--- src/rtl/pc_pkg.sv ---
// -----------------------------------------------------------------------------
// pc_pkg
// Shared constants and types for the program-counter register slice.
//   PC_WIDTH        default program-counter width (64)
//   PC_RESET_VECTOR default value the PC takes while in reset (0)
//   PC_STEP         default sequential-fetch increment (4)
//   pc_t            64-bit program-counter type
//   pc_misaligned() true when the low two address bits are non-zero
// -----------------------------------------------------------------------------
package pc_pkg;

    localparam int          PC_WIDTH        = 64;
    localparam logic [63:0] PC_RESET_VECTOR = 64'h0;
    localparam int          PC_STEP         = 4;

    typedef logic [63:0] pc_t;

    // A fetch address is word-aligned only when bits [1:0] are both zero.
    function automatic logic pc_misaligned(input logic [1:0] low_bits);
        return (low_bits != 2'b00);
    endfunction

endpackage

--- src/rtl/pc_incr.sv ---
// -----------------------------------------------------------------------------
// pc_incr
// Sequential-fetch adder: pc_next = (pc + STEP) mod 2^WIDTH. The carry out of
// the top bit is dropped, so the all-ones region wraps back to zero.
// Ports:
//   pc       in  [WIDTH-1:0]  current program counter
//   pc_next  out [WIDTH-1:0]  pc + STEP, combinational
// -----------------------------------------------------------------------------
module pc_incr
    import pc_pkg::*;
#(
    parameter int WIDTH = PC_WIDTH,
    parameter int STEP  = PC_STEP
) (
    input  logic [WIDTH-1:0] pc,
    output logic [WIDTH-1:0] pc_next
);

    assign pc_next = pc + WIDTH'(STEP);

endmodule

--- src/rtl/pc_reg.sv ---
// -----------------------------------------------------------------------------
// pc_reg
// Program-counter register. Loads IN on every rising clk edge (no enable, no
// stall) and presents the registered value on OUT. OUT_NEXT is the
// combinational sequential-fetch address OUT + STEP.
//
// Optional feature (macro PC_ALIGN_CHECK_EN): adds a registered ALIGN_ERR flag
// captured alongside OUT, set when IN[1:0] != 2'b00. Without the macro the
// port and its logic do not exist.
//
// Ports:
//   clk        in                 rising-edge clock
//   rst        in                 asynchronous, active-low reset
//   IN         in  [WIDTH-1:0]    next program-counter value, taken verbatim
//   OUT        out [WIDTH-1:0]    current program counter (registered)
//   OUT_NEXT   out [WIDTH-1:0]    OUT + STEP (combinational, wraps)
//   ALIGN_ERR  out                registered misalignment flag
//                                 (PC_ALIGN_CHECK_EN only)
// -----------------------------------------------------------------------------
module pc_reg
    import pc_pkg::*;
#(
    parameter int               WIDTH        = PC_WIDTH,
    parameter logic [WIDTH-1:0] RESET_VECTOR = WIDTH'(PC_RESET_VECTOR),
    parameter int               STEP         = PC_STEP
) (
    input  logic             clk,
    input  logic             rst,
    input  logic [WIDTH-1:0] IN,
    output logic [WIDTH-1:0] OUT,
    output logic [WIDTH-1:0] OUT_NEXT
`ifdef PC_ALIGN_CHECK_EN
    ,
    output logic             ALIGN_ERR
`endif
);

    logic [WIDTH-1:0] pc_p0;

    // Stage p0: PC capture. Reset is asynchronous so OUT snaps to the reset
    // vector without a clock; a release coincident with an edge must meet
    // recovery timing so that edge still sees reset and the first load is
    // the following edge.
    always_ff @(posedge clk or negedge rst) begin
        if (!rst) begin
            pc_p0 <= RESET_VECTOR;
        end else begin
            pc_p0 <= IN;
        end
    end

    assign OUT = pc_p0;

`ifdef PC_ALIGN_CHECK_EN
    logic align_err_p0;

    // Stage p0: misalignment flag, registered in step with the PC so it
    // always describes the value currently on OUT.
    always_ff @(posedge clk or negedge rst) begin
        if (!rst) begin
            align_err_p0 <= 1'b0;
        end else begin
            align_err_p0 <= pc_misaligned(IN[1:0]);
        end
    end

    assign ALIGN_ERR = align_err_p0;
`endif

    pc_incr #(
        .WIDTH (WIDTH),
        .STEP  (STEP)
    ) u_incr (
        .pc      (pc_p0),
        .pc_next (OUT_NEXT)
    );

endmodule

--- config.mk ---
export PLATFORM = sky130hd
export DESIGN_NAME = pc_reg
export DESIGN_NICKNAME = d
export VERILOG_FILES = /design/src/rtl/pc_pkg.sv /design/src/rtl/pc_incr.sv /design/src/rtl/pc_reg.sv
export SDC_FILE = /design/constraint.sdc
export NUM_CORES = 1
export LEC_CHECK = 0
export ABC_AREA = 1
export BUFFER_PORTS_ARGS = -buffer_cell sky130_fd_sc_hd__buf_2
export CORE_ASPECT_RATIO = 0.7
export CORE_MARGIN = 2
export CORE_UTILIZATION = 46
export CTS_CLUSTER_DIAMETER = 30
export DETAILED_ROUTE_END_ITERATION = 8
export GPL_TIMING_DRIVEN = 0
export MAX_ROUTING_LAYER = met4
export PLACE_DENSITY = 0.84
export SETUP_SLACK_MARGIN = 0.15
export SLEW_MARGIN = 10
export SYNTH_ARGS = -nofsm -noshare
export SYNTH_HDL_FRONTEND = slang
export SYNTH_SLANG_ARGS = --single-unit
--- constraint.sdc ---
create_clock -name clk -period 2.1 [get_ports clk]
set_clock_uncertainty 0.05 [all_clocks]
set_input_delay 0.42 -clock clk [delete_from_list [all_inputs] [get_ports clk]]
set_output_delay 0.42 -clock clk [all_outputs]
set_load 0.02 [all_outputs]
==> results.py, run 1 <==
metrics = {
    "clock_network": {
        "numCtsBuffers": 9,
        "root_buffer": "clkbuf_16",
        "path_clk_slew_ns": 0.07,
        "ctsHtreeMaxLevel": 3,
        "cts_tree": "done",
        "ctsHoldBuffers": 0,
        "cts_sinks": 64,
        "cts_buffer_depth": 2,
    },
    "yosys": {
        "synth_area_leaders": "dfrtp_1 (44%), nand2_1 (19%), nor2_1 (11%)",
        "syn_area_per_cell_sq_um": 7.295,
        "synth-adder-area-share": 0.003416,
        "yosysWarningCount": 0,
        "synthMuxAreaShare": 0,
        "ys_ff_latch": 64,
        "synth_compound_area_frac": 0.02323,
        "synth_nets": 569,
        "yosysSeqAreaShare": 0.4373,
        "syn_inst": 502,
        "synth_top_area_cell": "dfrtp_1",
        "netlist_area_sq_mm": 0.003662,
        "synth_cell_types": 19,
        "synth_top_family_by_area": "simple AND/OR/NAND/NOR gates",
        "yosysTopAreaCellShare": 0.4373,
        "synthSimpleGateAreaFrac": 0.4168,
        "synth_xor_xnor_area_share": 0.07414,
    },
    "power_and_ir_drop": {
        "vdd_drop_max_mv": 0.7145,
        "power.density_mw_per_mm2": 545.2,
        "leakagePower_nw": 3.620,
    },
    "global_route": {
        "antenna_found_initial": 0,
        "track_usage": 0.4246,
        "grt_pass1_wl_microns": 27100,
        "gr-total-overflow": 0,
        "grt_pass1_vias": 4982,
        "grt_max_degree": 65,
    },
    "layout": {
        "post-route-util": 0.9219,
        "fin_area_sq_mm": 0.007194,
        "drive_gt1_frac": 0.7032,
        "largest_reg_flops": 64,
        "layout.nets": 864,
        "syn_to_final_growth_pct": 96.45,
        "diodes": 0,
    },
    "timing": {
        "worst_pin_slew_ns": 0.9070,
        "max_freq_mhz": 377.5,
        "min_period_ns": 2.649,
        "finalSetupViolations": 57,
        "hold_viol": 0,
        "fin_ws_ns": -0.5491,
        "slew-limit-headroom": 0.3953,
        "fin_crit_sh": 1.261,
        "rsz0062_at_grt": "yes",
        "finalMaxSlewViolations": 0,
        "fin_hold_ws_ns": 0.1196,
    },
    "worst_setup_path": {
        "crit_arrival_ns": 2.18,
        "cp_num_buf_inv": 1,
        "crit_chain": "nand2_1, nor2_2, nand2_1, nor2_2, nand2_1, o21ai_2, nand2_2, buf_6",
        "crit_slowest_cell": "dfrtp_1",
        "cpMostUsedCell": "nand2_1",
        "critPathMaxStageDelay_ns": 0.43,
        "cp-start-kind": "flip-flop",
        "worstPathRequired_ns": 1.63,
        "crit_path_max_fanout": 3,
        "crit_type": "reg -> out",
        "worst_setup_path_end_kind": "output port",
        "critical_path.top_delay_family": "simple AND/OR/NAND/NOR gates",
    },
    "hold_path": {
        "worstHoldPathType": "in -> reg",
    },
    "floorplan": {
        "initial_utilization": 0.4693,
        "die-width_microns": 110.6,
        "die_h_microns": 78.65,
        "die_area_sq_mm": 0.008702,
        "ios": 194,
        "core_sq_mm": 0.007804,
        "row_count": 27,
    },
    "placement": {
        "gp_congestion": 0.9660,
        "preCtsSetupSlack_ns": -0.1694,
        "detailed_place.area_sq_mm": 0.004955,
        "dpl.hpwl_microns": 11060,
        "portBuffers": 193,
    },
    "route": {
        "drc_errors": 0,
        "wl_per_cell_microns": 25.53,
        "via_per_inst": 6.293,
        "dr.pass1.iters": 6,
        "detail-route-antenna-nets": 0,
        "drt-initial-drc-count": 783,
        "drt-total-wl_microns": 23060,
        "vias": 5683,
    },
    "outcome": {
        "status": "finished with violations",
        "violations": "setup timing",
    },
    "run": {
        "maxCapViolations": 0,
    },
}
stage by stage:
step	setup TNS (ns)	instances	total power, mW
2_1_floorplan	0	502	1.711
3_3_place_gp	-1.374	796	1.968
3_5_place_dp	-1.911	796	1.983
4_1_cts	-9.412	888	3.700
5_1_grt	-21.36	903	3.978
6_report	-18.91	903	3.922
cell type report:
| cell class | count | area [sq um] |
|---|---|---|
| Inverter | 40 | 152.6 |
| Sequential cell | 64 | 1648 |
| Buffer | 2 | 15.01 |
| Fill cell | 293 | 609.3 |
| Clock buffer | 9 | 225.2 |
| Timing Repair Buffer | 284 | 2011 |
| Clock inverter | 7 | 80.08 |
| Tap cell | 101 | 126.4 |
| Multi-Input combinational cell | 396 | 2937 |
worst paths after layout:
path,start,end,depth (start not counted)
min in group asynchronous,rst,OUT[35]$_DFF_PN0_,1
max in group asynchronous,rst,OUT[59]$_DFF_PN0_,1
hold / removal,IN[17],OUT[17]$_DFF_PN0_,1
setup / recovery,OUT[44]$_DFF_PN0_,OUT_NEXT[58],8
where the power goes:
| group | internal, mW | total (mW) | switching [mW] | leakage (nW) |
|---|---|---|---|---|
| Sequential | 1.30 | 1.41 | 0.108 | 0.709 |
| Combinational | 0.358 | 0.895 | 0.537 | 2.77 |
| Clock | 0.932 | 1.62 | 0.684 | 0.143 |
logic make-up (layout without fill, tap and decap cells):
kind of cell | Yosys count | in the layout
AOI/OAI and AO/OA | 17 | 17
buffers and inverters | 42 | 342
DFF | 64 | 64
and+or+nand+nor | 347 | 347
xor gates and xnor gates | 31 | 31
adders and majority gates | 1 | 1
what timing repair did:
action,CTS,global route
buffers inserted,76,16
pin swaps,78,72
gates resized for setup,253,129
setup endpoints to repair,57,59
cells in the final DEF, fill, tap and decap left out, drive strengths merged:
master	count
buf	286
nand2	200
nor2	122
dfrtp	64
inv	42
xnor2	20
o21ai	17
nand3	11
xor2	11
nand4	10
clkbuf	9
nand3b	4
clkinvlp	2
clkinv	2
ha	1
bufinv	1
synthesized netlist by cell type:
master and count:
buf_4 2, nand4_1 10, inv_2 2, nand3b_1 4, xor2_1 11, nor2_4 7, nand2_4 4, nor2_2 8
o21ai_1 14, dfrtp_1 64, ha_1 1, nand2_1 182, nor2_8 2, xnor2_1 20, nand2_2 14, inv_1 38
nor2_1 105, nand3_1 11, o21ai_0 3
routing by layer:
| metal | wire length (microns) | share of wire | vias up | GRT usage |
|---|---|---|---|---|
| met5 | 0 | 0 | - | - |
| met4 | 2208 | 0.096 | 0 | 0.1925 |
| met3 | 3366 | 0.15 | 275 | 0.1259 |
| met2 | 10070 | 0.44 | 670 | 0.6742 |
| met1 | 7412 | 0.32 | 2611 | 0.5064 |
| li1 | - | - | 2127 | - |
(Power assumes the default switching activity.)
==> inputs of run 2 (changes only) <==
ABC_AREA = not set   (was 1)
CORE_ASPECT_RATIO = not set   (was 0.7)
CORE_UTILIZATION = 42   (was 46)
PLACE_DENSITY = 0.83   (was 0.84)
==> results.py, run 2 <==
metrics = {
    "yosys": {
        "syn_area_per_cell_sq_um": 11.25,
        "synth_xor_xnor_area_share": 0.1817,
        "netlist_area_sq_mm": 0.002892,
        "syn_inst": 257,
        "ys_top_cells_by_count": "dfrtp_1 (64), xnor2_1 (45), nand3_1 (27)",
        "synthMuxAreaShare": 0,
        "synthSimpleGateAreaFrac": 0.2384,
        "synth-adder-area-share": 0.004327,
        "synth_cell_types": 29,
        "synth.most_common_cell": "dfrtp_1",
        "yosysWarningCount": 0,
        "synth-edff-count": 0,
        "yosysSeqAreaShare": 0.5539,
        "synthArstFlopShare": 1.000,
        "synth-main-ff-cell": "dfrtp_1",
        "synth_area_leaders": "dfrtp_1 (55%), xnor2_1 (14%), nand3_1 (4.7%)",
        "ys_ff_latch": 64,
        "synth_top_family_by_area": "simple AND/OR/NAND/NOR gates",
        "yosysTopAreaCellShare": 0.5539,
        "synth_compound_area_frac": 0,
        "synth_top_area_cell": "dfrtp_1",
        "synth_nets": 324,
    },
    "global_route": {
        "grt_pass1_wl_microns": 18120,
        "grt_pass1_vias": 3363,
        "gr-total-overflow": 0,
        "grt_max_degree": 65,
        "antenna_found_initial": 1,
        "track_usage": 0.3300,
    },
    "clock_network": {
        "cts_tree": "done",
        "cts_buffer_depth": 2,
        "cts_sinks": 64,
        "path_clk_slew_ns": 0.08,
        "ctsHoldBuffers": 0,
        "numCtsBuffers": 9,
        "ctsHtreeMaxLevel": 3,
        "root_buffer": "clkbuf_8",
    },
    "floorplan": {
        "ios": 194,
        "initial_utilization": 0.4304,
        "die_h_microns": 86.98,
        "row_count": 30,
        "die_area_sq_mm": 0.007565,
        "die-width_microns": 86.98,
        "core_sq_mm": 0.006719,
    },
    "power_and_ir_drop": {
        "power.density_mw_per_mm2": 512.5,
        "p_comb_frac": 0.227,
        "vdd_drop_max_mv": 0.4507,
        "p_int_mw": 2.178,
        "power_mw": 3.239,
        "power.switching_mw": 1.061,
        "power_frac_seq": 0.434,
        "swShare": 0.3275,
        "pwr-share-clk": 0.339,
        "leakagePower_nw": 3.098,
    },
    "timing": {
        "hold_viol": 0,
        "max_freq_mhz": 344.5,
        "finalSetupViolations": 58,
        "rsz0062_at_grt": "yes",
        "fin_ws_ns": -0.8031,
        "slew-limit-headroom": 0.4513,
        "finalMaxSlewViolations": 0,
        "worst_pin_slew_ns": 0.8231,
        "min_period_ns": 2.903,
        "fin_crit_sh": 1.382,
    },
    "layout": {
        "layout.nets": 614,
        "final_common_cell": "buf_2",
        "syn_to_final_growth_pct": 118.6,
        "largest_reg_flops": 64,
        "seqCellArea_sq_mm": 0.001653,
        "multi_input_area_sq_mm": 0.002247,
        "layout_common_cells": "buf_2 (134), buf_4 (89), buf_6 (57)",
        "nFillCells": 199,
        "drive_gt1_frac": 0.8406,
    },
    "route": {
        "drc_errors": 0,
        "dr.pass1.iters": 4,
        "vias": 3538,
        "drt-initial-drc-count": 206,
        "via_per_inst": 5.589,
        "wl_per_cell_microns": 24.10,
        "drt-total-wl_microns": 15250,
        "detail-route-antenna-nets": 0,
    },
    "worst_setup_path": {
        "crit_arrival_ns": 2.43,
        "worstPathRequired_ns": 1.63,
        "worst_setup_path_end_kind": "output port",
        "crit_type": "reg -> out",
        "crit_path_max_fanout": 4,
        "cp-start-kind": "flip-flop",
    },
    "placement": {
        "preCtsSetupSlack_ns": -0.6164,
        "gp_congestion": 0.8654,
        "portBuffers": 193,
        "dpl.hpwl_microns": 6691,
    },
    "hold_path": {
        "worstHoldPathType": "in -> async",
    },
    "outcome": {
        "violations": "setup timing",
        "status": "finished with violations",
    },
    "run": {
        "maxCapViolations": 0,
    },
}
-- run 2: cell types whose count changed after synthesis, sizes merged, moves of 5 or more --
cell,delta
nor2,-107
and3,+13
xnor2,+25
and4,+5
nand2,-179
o21ai,-17
nand3,+16
nor3,+7
inv,-35
nand4,+10
-- run 2: logic make-up after synthesis --
group | Yosys count
buffers and inverters | 13
flip-flops | 64
XOR/XNOR | 60
adder cells (fa/ha/maj) | 1
AND/OR/NAND/NOR | 119
-- run 2: layout make-up --
cell class              instances  share of cell area
well taps                      80             0.01584
multi-input cells             180              0.3556
clock buffers                  10             0.02019
plain buffers                   8             0.01623
diodes                          1           0.0003960
flip-flops and latches         64              0.2615
clock inverters                 6             0.01109
repair buffers                279              0.3162
inverters                       5            0.002970
-- run 2: how the worst max path moves through the flow --
stage | cells after the start | to | start | slack (ns)
final | 8 | OUT_NEXT[51] | OUT[43]$_DFF_PN0_ | -0.80
after CTS | 10 | OUT_NEXT[42] | OUT[2]$_DFF_PN0_ | -0.60
after global placement | 8 | OUT_NEXT[52] | OUT[2]$_DFF_PN0_ | -0.57
after floorplan | 6 | OUT_NEXT[32] | OUT[2]$_DFF_PN0_ | -0.29
after detailed placement | 8 | OUT_NEXT[38] | OUT[2]$_DFF_PN0_ | -0.62
after global routing | 8 | OUT_NEXT[53] | OUT[43]$_DFF_PN0_ | -0.84
-- run 2: what timing repair did --
item,in CTS,in global routing
pin swaps,60,31
hold endpoints to repair,0,0
gates resized for setup,151,47
setup endpoints to repair,58,58
buffers inserted,56,29
cloned,1,0
-- run 2: metal layers --
metal  vias to the layer above  wire length (microns)  share of wire  global-route usage
met4                         0                    984          0.065              0.1094
met5                         -                      0              0                   -
met3                        90                   1250          0.082             0.07962
met2                       237                   7952           0.52              0.5975
met1                      1743                   5066           0.33              0.3511
li1                       1468                      -              -                   -
-- run 2: power groups by stage --
stage | Sequential (mW) | Clock, mW | Combinational [mW]
4_1_cts | 1.39 | 1.08 | 0.657
5_1_grt | 1.41 | 1.16 | 0.765
3_5_place_dp | 1.43 | 0 | 0.525
3_3_place_gp | 1.43 | 0 | 0.518
2_1_floorplan | 1.50 | 0 | 0.220
6_report | 1.41 | 1.10 | 0.736
-- run 2: critical path, cell delays in order (launching register included) --
cell and delay (ns):
dfrtp_2 0.39, nand4_1 0.23, buf_4 0.23, nor4_4 0.35, nand4_4 0.18, buf_6 0.19, nor2_4 0.10, xor2_1 0.21
buf_4 0.19
-- run 2: through the flow --
step | setup TNS, ns | util | cells | area [sq um] | hold slack, ns
4_1_cts | -26.22 | 0.8801 | 603 | 5913 | 0.1068
6_report | -32.17 | 0.9406 | 633 | 6320 | 0.1020
3_3_place_gp | -14.91 | 0.7047 | 530 | 4735 | 0.4774
5_1_grt | -36.17 | 0.9406 | 633 | 6320 | 0.09876
2_1_floorplan | -7.204 | - | 257 | 3669 | 0.07441
3_5_place_dp | -15.81 | 0.7050 | 530 | 4737 | 0.4793
==> inputs of run 3 (changes only) <==
PLACE_DENSITY = 0.82   (was 0.83)
SYNTH_HIERARCHICAL = 1   (was not set)
==> results.py, run 3 <==
metrics = {
    "timing": {
        "rsz0062_at_grt": "yes",
        "fin_crit_sh": 1.322,
        "max_freq_mhz": 360.3,
        "worst_pin_slew_ns": 0.8279,
        "fin_ws_ns": -0.6758,
        "min_period_ns": 2.776,
        "finalMaxSlewViolations": 0,
        "hold_viol": 0,
        "slew-limit-headroom": 0.4481,
        "finalSetupViolations": 56,
    },
    "placement": {
        "post-place-cells": 558,
        "gp_congestion": 0.7842,
        "dpl.hpwl_microns": 7038,
        "portBuffers": 193,
    },
    "yosys": {
        "synth_cell_types": 25,
        "yosysTopAreaCellShare": 0.5399,
        "synth-main-ff-cell": "dfrtp_1",
        "synthArstFlopShare": 1.000,
        "synth.most_common_cell": "dfrtp_1",
        "syn_area_per_cell_sq_um": 11.03,
        "syn_inst": 269,
        "yosysWarningCount": 6,
        "synth-edff-count": 0,
        "yosysSeqAreaShare": 0.5399,
        "ys_top_cells_by_count": "dfrtp_1 (64), xnor2_1 (32), nand3_1 (28), xor2_1 (28), nor2_1 (25)",
        "synth_area_leaders": "dfrtp_1 (54%), xnor2_1 (9.4%), xor2_1 (8.3%)",
        "synth_top_area_cell": "dfrtp_1",
        "ys_ff_latch": 64,
        "synth_nets": 336,
        "netlist_area_sq_mm": 0.002967,
    },
    "route": {
        "detail-route-antenna-nets": 0,
        "drt-initial-drc-count": 358,
        "dr.pass1.iters": 4,
        "via_per_inst": 5.545,
        "drc_errors": 0,
        "wl_per_cell_microns": 21.80,
        "drt-total-wl_microns": 14410,
        "vias": 3665,
    },
    "layout": {
        "layout_common_cells": "buf_2 (134), buf_4 (115), dfrtp_2 (37)",
        "post-route-util": 0.9044,
        "largest_reg_flops": 64,
        "final_cells": 661,
        "syn_to_final_growth_pct": 108.3,
        "diodes": 0,
        "final_common_cell": "buf_2",
        "drive_gt1_frac": 0.8035,
        "layout.nets": 627,
    },
    "outcome": {
        "violations": "setup timing",
        "status": "finished with violations",
    },
    "global_route": {
        "antenna_found_initial": 0,
        "grt_pass1_vias": 3379,
        "grt_pass1_wl_microns": 17230,
        "track_usage": 0.3055,
        "gr-total-overflow": 0,
        "grt_max_degree": 65,
    },
    "worst_setup_path": {
        "crit_slowest_cell": "dfrtp_1",
        "cp-start-kind": "flip-flop",
        "crit_path_max_fanout": 7,
        "startpoint": "OUT[21]$_DFF_PN0_",
        "crit_type": "reg -> out",
        "crit_arrival_ns": 2.31,
        "critPathMaxStageDelay_ns": 0.40,
        "worstPathRequired_ns": 1.63,
        "crit_chain": "buf_4, nand4_1, inv_1, and4_1, buf_6, nor3b_2, xor2_2, buf_2",
        "worst_setup_path_end_kind": "output port",
    },
    "floorplan": {
        "die-width_microns": 88.05,
        "initial_utilization": 0.4342,
        "core_sq_mm": 0.006832,
        "die_h_microns": 88.05,
        "ios": 194,
        "die_area_sq_mm": 0.007752,
        "row_count": 30,
    },
    "clock_network": {
        "ctsHoldBuffers": 0,
        "numCtsBuffers": 9,
        "cts_buffer_depth": 2,
        "cts_tree": "done",
        "path_clk_slew_ns": 0.08,
        "root_buffer": "clkbuf_8",
        "cts_sinks": 64,
        "ctsHtreeMaxLevel": 3,
    },
    "hold_path": {
        "worstHoldPathType": "in -> async",
    },
    "power_and_ir_drop": {
        "power.density_mw_per_mm2": 564.7,
        "vdd_drop_max_mv": 0.5619,
        "leakagePower_nw": 2.975,
    },
    "run": {
        "maxCapViolations": 0,
    },
}
run 3: changes by cell type in the layout (fill, tap and decap cells not counted), moves of 5 or more:
cell / previous run / this run
buf_4: 89 / 115
buf_6: 57 / 33
xor2_2: 6 / 19
xnor2_4: 10 / 1
nand2_1: 8 / 16
xnor2_2: 31 / 24
and3_1: 9 / 3
nand2_4: 8 / 2
nor2_1: 3 / 8
run 3: power by group:
| part | switching [mW] | internal (mW) |
|---|---|---|
| Clock | 0.520 | 0.827 |
| Combinational | 0.417 | 0.320 |
| Sequential | 0.103 | 1.30 |
run 3: metrics by stage:
step / hold slack (ns) / worst slack (ns) / power (mW) / cell area (sq um) / TNS (ns)
final: 0.1186 / -0.6758 / 3.489 / 6178 / -24.56
after global routing: 0.1067 / -0.7435 / 3.602 / 6178 / -29.28
after CTS: 0.1157 / -0.5947 / 3.359 / 5609 / -21.22
after detailed placement: 0.4793 / -0.6320 / 1.939 / 4449 / -12.97
after global placement: 0.4777 / -0.6266 / 1.925 / 4447 / -11.76
after floorplan: 0.07441 / -0.2031 / 1.695 / 3361 / -3.973
run 3: what timing repair did:
action                                  4_1_cts  5_1_grt
buffers inserted                             49       38
pin swaps                                    36       43
gates resized for setup                     141       67
endpoints found under the setup margin       56       58
run 3: cell families (layout without fill, tap and decap cells):
family | after synthesis | count (layout) | share of synthesized area
flip-flops | 64 | 64 | 0.5399
adder cells (fa/ha/maj) | 1 | 1 | 0.004217
AND/OR/NAND/NOR | 132 | 132 | 0.2585
XOR/XNOR | 60 | 60 | 0.1771
buffers and inverters | 12 | 308 | 0.02024
run 3: metal layers:
metal | up-vias | share of wire | track usage
li1 | 1504 | - | -
met1 | 1806 | 0.33 | 0.3197
met2 | 269 | 0.53 | 0.5455
met3 | 86 | 0.086 | 0.08577
met4 | 0 | 0.046 | 0.1143
met5 | - | 0 | -
run 3: area by class of cell:
| cell class | instances | area (sq um) |
|---|---|---|
| clock buffer | 10 | 137.6 |
| buffer | 4 | 37.54 |
| inverter | 8 | 30.03 |
| sequential | 64 | 1648 |
| multi-input combinational | 193 | 2181 |
| fill | 278 | 653.1 |
| timing repair buffer | 280 | 1908 |
| clock inverter | 6 | 116.4 |
| tap | 96 | 120.1 |
run 3: path summary, 6_finish.rpt:
check,cells after the start,end,slack [ns]
min,1,OUT[6]$_DFF_PN0_,0.12
min in group clk,1,OUT[23]$_DFF_PN0_,0.12
max,8,OUT_NEXT[47],-0.68
max in group asynchronous,1,OUT[32]$_DFF_PN0_,1.27
run 3: worst max-delay path: cells and delay by family, from the launching register on:
family                    cells  cell delay (ns)
and+or+nand+nor               3             0.74
DFF                           1             0.40
buffers and inverters         4             0.66
xor gates and xnor gates      1             0.17
